[src/rtl/nanorisc_program_loader_pkg.sv]
// Shared NanoRisc loader definitions: state encodings, width defaults and the
// NANORISC_LOADER_CHECKSUM_EN feature switch.
package nanorisc_program_loader_pkg;

  localparam int unsigned DEFAULT_ADDR_WIDTH = 8;
  localparam int unsigned DEFAULT_DATA_WIDTH = 8;

`ifdef NANORISC_LOADER_CHECKSUM_EN
  localparam bit CHECKSUM_EN = 1'b1;
`else
  localparam bit CHECKSUM_EN = 1'b0;
`endif

  typedef enum logic [2:0] {
    ST_IDLE,
    ST_LEN,
    ST_DATA,
    ST_CHECK,
    ST_DONE,
    ST_ERROR
  } state_e;

endpackage

[src/rtl/nanorisc_program_loader_checksum.sv]
// Running 8-bit sum of the payload; o_zero reports whether sum + i_data wraps to 0.
// Only built when NANORISC_LOADER_CHECKSUM_EN is defined.
`ifdef NANORISC_LOADER_CHECKSUM_EN
module loader_checksum #(
  parameter int unsigned WIDTH = 8
) (
  input  logic             clock,
  input  logic             reset,
  input  logic             i_clear,
  input  logic             i_add,
  input  logic [WIDTH-1:0] i_data,
  output logic             o_zero
);

  logic [WIDTH-1:0] r_sum;
  logic [WIDTH-1:0] w_total;

  always_ff @(posedge clock) begin
    if (reset || i_clear) begin
      r_sum <= '0;
    end else if (i_add) begin
      r_sum <= r_sum + i_data;
    end
  end

  assign w_total = r_sum + i_data;
  assign o_zero  = (w_total == '0);

endmodule
`endif

[src/rtl/nanorisc_program_loader.sv]
// Byte-stream program loader: LEN, N payload bytes (+ checksum when
// NANORISC_LOADER_CHECKSUM_EN is defined) into instruction memory, holding the CPU until done.
module nanorisc_program_loader
  import nanorisc_program_loader_pkg::*;
#(
  parameter int unsigned           ADDR_WIDTH   = DEFAULT_ADDR_WIDTH,
  parameter int unsigned           DATA_WIDTH   = DEFAULT_DATA_WIDTH,
  parameter logic [ADDR_WIDTH-1:0] BASE_ADDRESS = '0
) (
  input  logic                  clock,
  input  logic                  reset,
  input  logic                  start,
  input  logic [DATA_WIDTH-1:0] rx_data,
  input  logic                  rx_valid,
  output logic                  rx_ready,
  output logic                  imem_write_enable,
  output logic [ADDR_WIDTH-1:0] imem_address,
  output logic [DATA_WIDTH-1:0] imem_write_data,
  output logic                  cpu_hold,
  output logic                  load_done,
  output logic                  load_error,
  output logic [ADDR_WIDTH-1:0] bytes_loaded
);

  state_e                r_state;
  state_e                w_next;
  logic [DATA_WIDTH-1:0] r_len;
  logic [DATA_WIDTH-1:0] r_index;
  logic                  r_we;
  logic [ADDR_WIDTH-1:0] r_addr;
  logic [DATA_WIDTH-1:0] r_wdata;
  logic [ADDR_WIDTH-1:0] r_count;
  logic                  w_xfer;
  logic                  w_last;
  logic                  w_sum_zero;

  assign rx_ready = (r_state == ST_LEN) || (r_state == ST_DATA) || (r_state == ST_CHECK);
  assign w_xfer   = rx_valid && rx_ready;
  assign w_last   = (r_index == r_len - 1'b1);

  always_ff @(posedge clock) begin
    if (reset) begin
      r_state <= ST_IDLE;
    end else begin
      r_state <= w_next;
    end
  end

  // NOTE: w_next takes its hold value first so every path assigns it and no latch is inferred.
  always_comb begin
    w_next = r_state;
    unique case (r_state)
      ST_IDLE: if (start) w_next = ST_LEN;
      ST_LEN: begin
        if (w_xfer) begin
          if (rx_data != '0)   w_next = ST_DATA;
          else if (CHECKSUM_EN) w_next = ST_CHECK;
          else                  w_next = ST_DONE;
        end
      end
      ST_DATA: begin
        if (w_xfer && w_last) begin
          if (CHECKSUM_EN) w_next = ST_CHECK;
          else             w_next = ST_DONE;
        end
      end
      ST_CHECK: if (w_xfer) w_next = w_sum_zero ? ST_DONE : ST_ERROR;
      ST_DONE,
      ST_ERROR: if (start) w_next = ST_LEN;
      default: w_next = ST_IDLE;
    endcase
  end

  // Write strobe is a single registered pulse per accepted payload byte.
  always_ff @(posedge clock) begin
    if (reset) begin
      r_len   <= '0;
      r_index <= '0;
      r_we    <= 1'b0;
      r_addr  <= '0;
      r_wdata <= '0;
      r_count <= '0;
    end else begin
      r_we <= 1'b0;
      if (r_state == ST_LEN && w_xfer) begin
        r_len   <= rx_data;
        r_index <= '0;
        r_count <= '0;
      end
      if (r_state == ST_DATA && w_xfer) begin
        r_we    <= 1'b1;
        r_addr  <= BASE_ADDRESS + ADDR_WIDTH'(r_index);
        r_wdata <= rx_data;
        r_index <= r_index + 1'b1;
        r_count <= r_count + 1'b1;
      end
    end
  end

`ifdef NANORISC_LOADER_CHECKSUM_EN
  loader_checksum #(
    .WIDTH(DATA_WIDTH)
  ) u_checksum (
    .clock  (clock),
    .reset  (reset),
    .i_clear(r_state == ST_LEN && w_xfer),
    .i_add  (r_state == ST_DATA && w_xfer),
    .i_data (rx_data),
    .o_zero (w_sum_zero)
  );
  assign load_error = (r_state == ST_ERROR);
`else
  assign w_sum_zero = 1'b0;
  assign load_error = 1'b0;
`endif

  assign imem_write_enable = r_we;
  assign imem_address      = r_addr;
  assign imem_write_data   = r_wdata;
  assign bytes_loaded      = r_count;
  assign load_done         = (r_state == ST_DONE);
  assign cpu_hold          = (r_state != ST_DONE);

endmodule

[config.mk]
export PLATFORM = sky130hd
export DESIGN_NAME = nanorisc_program_loader
export DESIGN_NICKNAME = d
export VERILOG_FILES = /design/src/rtl/nanorisc_program_loader_pkg.sv /design/src/rtl/nanorisc_program_loader_checksum.sv /design/src/rtl/nanorisc_program_loader.sv
export SDC_FILE = /design/constraint.sdc
export NUM_CORES = 1
export LEC_CHECK = 0
export ABC_AREA = 1
export CORE_ASPECT_RATIO = 0.7
export CORE_UTILIZATION = 30
export CTS_BUF_LIST = sky130_fd_sc_hd__clkbuf_8
export CTS_CLUSTER_SIZE = 24
export DETAILED_ROUTE_END_ITERATION = 16
export PLACE_DENSITY_LB_ADDON = 0.15
export SYNTH_ARGS = -nofsm -noshare
export SYNTH_HDL_FRONTEND = slang
export SYNTH_SLANG_ARGS = --single-unit
[constraint.sdc]
create_clock -name clock -period 1.7 [get_ports clock]
set_input_delay 0.34 -clock clock [delete_from_list [all_inputs] [get_ports clock]]
set_output_delay 0.34 -clock clock [all_outputs]
set_load 0.01 [all_outputs]
==> metrics <==
status=completed; DRC Markers=0; Sw Ratio=36.8%; pin count of the biggest net entering global routing=27; slowest cell on the critical path=clkdlybuf4s50_1; period utilization=96.0%; worst reg2reg path depth=8; CP Launch Type=register; Layout area overhead=32.1%; Setup WS pre-CTS=-38.7 ps; antenna violations before repair=0; Sw Pwr=1.40 mW; Slew Limit Fails=0; max_cap viols=0; worst skew pair latency=300 ps; Core Rows=25; WHS Path Cells=2; Worst Hold Class=reg -> reg; Static Leakage=1.18 nW; WL/cell=13.3 um; # diodes=0; combinational share of power=40.6%; 1st-iter DRT viols=141; worst hold path endpoint=imem_address[7]$_SDFFE_PP0P_; cell chain of the critical path=clkdlybuf4s50_1; most frequent cells in the layout=nand2_1 (45), nor2_1 (44), dfxtp_1 (39); commonest non-fill, non-tap cell in the layout=nand2_1; worst r2r src=r_state[0]$_SDFFE_PP0P_; CTS sink cnt=44; total gr overflow=0; vias in the first global route=1787; ANT nets after route=0; cell taking the most area after synthesis=dfxtp_1; 1st-pass router iterations=4; Post-Synthesis Cell Area=0.00220 mm2; CP Data Arrival Time=1290 ps; Final GP Congestion=0.800; # nets final=363; Synth Instances=301; core box area=0.00691 mm2; Max Clock Skew=11.4 ps; yosys warns=0; GRT Total Usage=16.2%; I/O pin count=41; RSZ-0062 raised after global routing=yes; final setup margin=67.6 ps; Cell variety after synth=37; first-pass GRT wire length=9.54 mm; R2R setup slack=130 ps; top cells by area, synth=dfxtp_1 (40%), nand2_1 (8.0%), nor2_1 (7.8%), o21ai_0 (7.5%), inv_1 (5.6%); register area share after synthesis=40.0%; syn_nets=316; detailed-route via count=2002; Num CTS Buffers=5; Mapped Avg Cell Area=7.32 um2; port bufs=39; CP max stage delay=570 ps; Clk pwr share=23.4%; Int Power=2.39 mW; Die Area=0.00770 mm2; Fin. Hold Viols=0; Worst path top cell family by delay=buffers and inverters; layout cells sized above 1=14.6%; CTS tree=built; DP Wirelength=4.41 mm; Max Fclk=613 MHz; die height=73.7 um; Starting Density=31.9%; Flop pwr share=35.9%; reg-to-reg critical path endpoint=r_len[0]$_SDFFE_PP0P_; drt total wl=5.87 mm; WHS=498 ps; root buf cell=clkbuf_8; cts hold-fix bufs=0; hold_sp=imem_address[7]$_SDFFE_PP0P_; Worst EP required=1360 ps; register bit count reported by yosys=44; Worst Setup Path Type=reg -> out; Crit Path Max Fanout=5; Synth top area share=40.0%; CTS clk-pin slew, worst paths=90 ps; CTS HTree Levels=2; Die W=104 um; vias per cell=4.52; Buffers & Inverters on Critical Path=1; crit end category=primary output; # setup viols final=0; clock buffer depth=2; Pwr per Cell Area=1300 mW/mm2; VDD IR max=0.631 mV; crit path time final=1630 ps
-- routing by layer --
layer	global-route usage, %	share of wire, %	up-vias
met3	3.19	4.2	4
met1	26.6	59	876
met2	19.6	36	43
li1	-	-	1079
met5	0	0	-
met4	5.24	0.63	0
-- through the flow --
step	total power [mW]	instance area, um2	util (%)	cells	setup TNS, ps
6_report	3.79	2910	42.1	443	0
5_1_grt	4.08	2910	42.1	443	-20.0
4_1_cts	3.74	2870	41.6	442	0
3_5_place_dp	2.87	2750	39.7	434	-175
3_3_place_gp	2.85	2750	39.7	434	0
2_1_floorplan	2.34	2200	-	301	0
-- kinds of logic (layout without fill, tap and decap cells) --
logic type | after synthesis | in the layout | synth area share, %
other | 1 | 1 | 0.170
buffers and inverters | 50 | 98 | 10.8
DFF | 44 | 44 | 40.0
AOI/OAI and AO/OA | 69 | 69 | 18.3
xor gates and xnor gates | 10 | 10 | 3.97
adders and majority gates | 3 | 3 | 1.70
and+or+nand+nor | 124 | 124 | 25.0
-- tightest hold or removal path: cells and delay by family (launching register included) --
kind | cells | cell delay, ps
flip-flops | 1 | 320
AND/OR/NAND/NOR | 2 | 140
-- repair_timing --
item                                    in CTS  in global routing
gates resized for setup                      6                 12
buffers inserted                             0                  1
pin swaps                                    0                  3
endpoints found under the setup margin       6                  5
-- how the worst max path moves through the flow --
stage | slack, ps | end | start | depth (start not counted)
finish | 70 | bytes_loaded[0] | bytes_loaded[0]$_SDFFE_PP0P_ | 1
global route | -10 | r_state[1]$_SDFFE_PP0P_ | r_len[0]$_SDFFE_PP0P_ | 13
CTS | 30 | r_state[1]$_SDFFE_PP0P_ | r_len[1]$_SDFFE_PP0P_ | 14
detailed placement | -40 | imem_address[7]$_SDFFE_PP0P_ | rx_valid | 5
global placement | 3 | r_index[0]$_SDFFE_PP0P_ | rx_valid | 6
floorplan | 220 | r_state[0]$_SDFFE_PP0P_ | r_len[0]$_SDFFE_PP0P_ | 13
-- Yosys cell counts --
cell type / n
inv_6: 1
nor4_1: 1
xnor2_1: 4
nand3_1: 18
nor2_1: 46
a32oi_1: 2
clkbuf_2: 2
o211ai_1: 1
nand2_4: 1
buf_4: 1
ha_1: 3
nor3b_2: 1
a221oi_2: 2
nor3_1: 2
nand2_2: 2
a211oi_1: 3
inv_4: 1
dfxtp_1: 44
nor4_4: 1
buf_12: 1
inv_2: 1
xor2_1: 6
nor3_2: 2
clkbuf_1: 4
nand4_1: 1
or2_2: 1
buf_2: 4
o21ai_0: 33
nand2_1: 47
o21ai_2: 1
inv_1: 33
conb_1: 1
a21oi_1: 23
nor2_2: 1
a221oi_1: 2
buf_6: 2
a32o_1: 2
-- flip-flops by register name (all words and copies together), names as in the netlist --
signal and count:
bytes_loaded 8, imem_address 8, r_state 3, imem_write_enable 1
r_len 8, imem_write_data 8, r_index 8
-- area by class of cell --
class                      instances  area (um2)
clock buffer                       7        96.3
clock inverter                     1        30.0
fill                             693        4000
inverter                          36         143
multi-input combinational        207        1110
sequential                        44         887
tap                               94         118
timing repair buffer              54         524
-- power by group through the flow --
stage	clock network, mW	registers [mW]	logic (mW)
finish	0.888	1.36	1.54
global route	0.959	1.39	1.73
CTS	0.904	1.36	1.48
detailed placement	0	1.38	1.49
global placement	0	1.38	1.47
floorplan	0	1.38	0.953
Power figures use the tool's default switching activity.
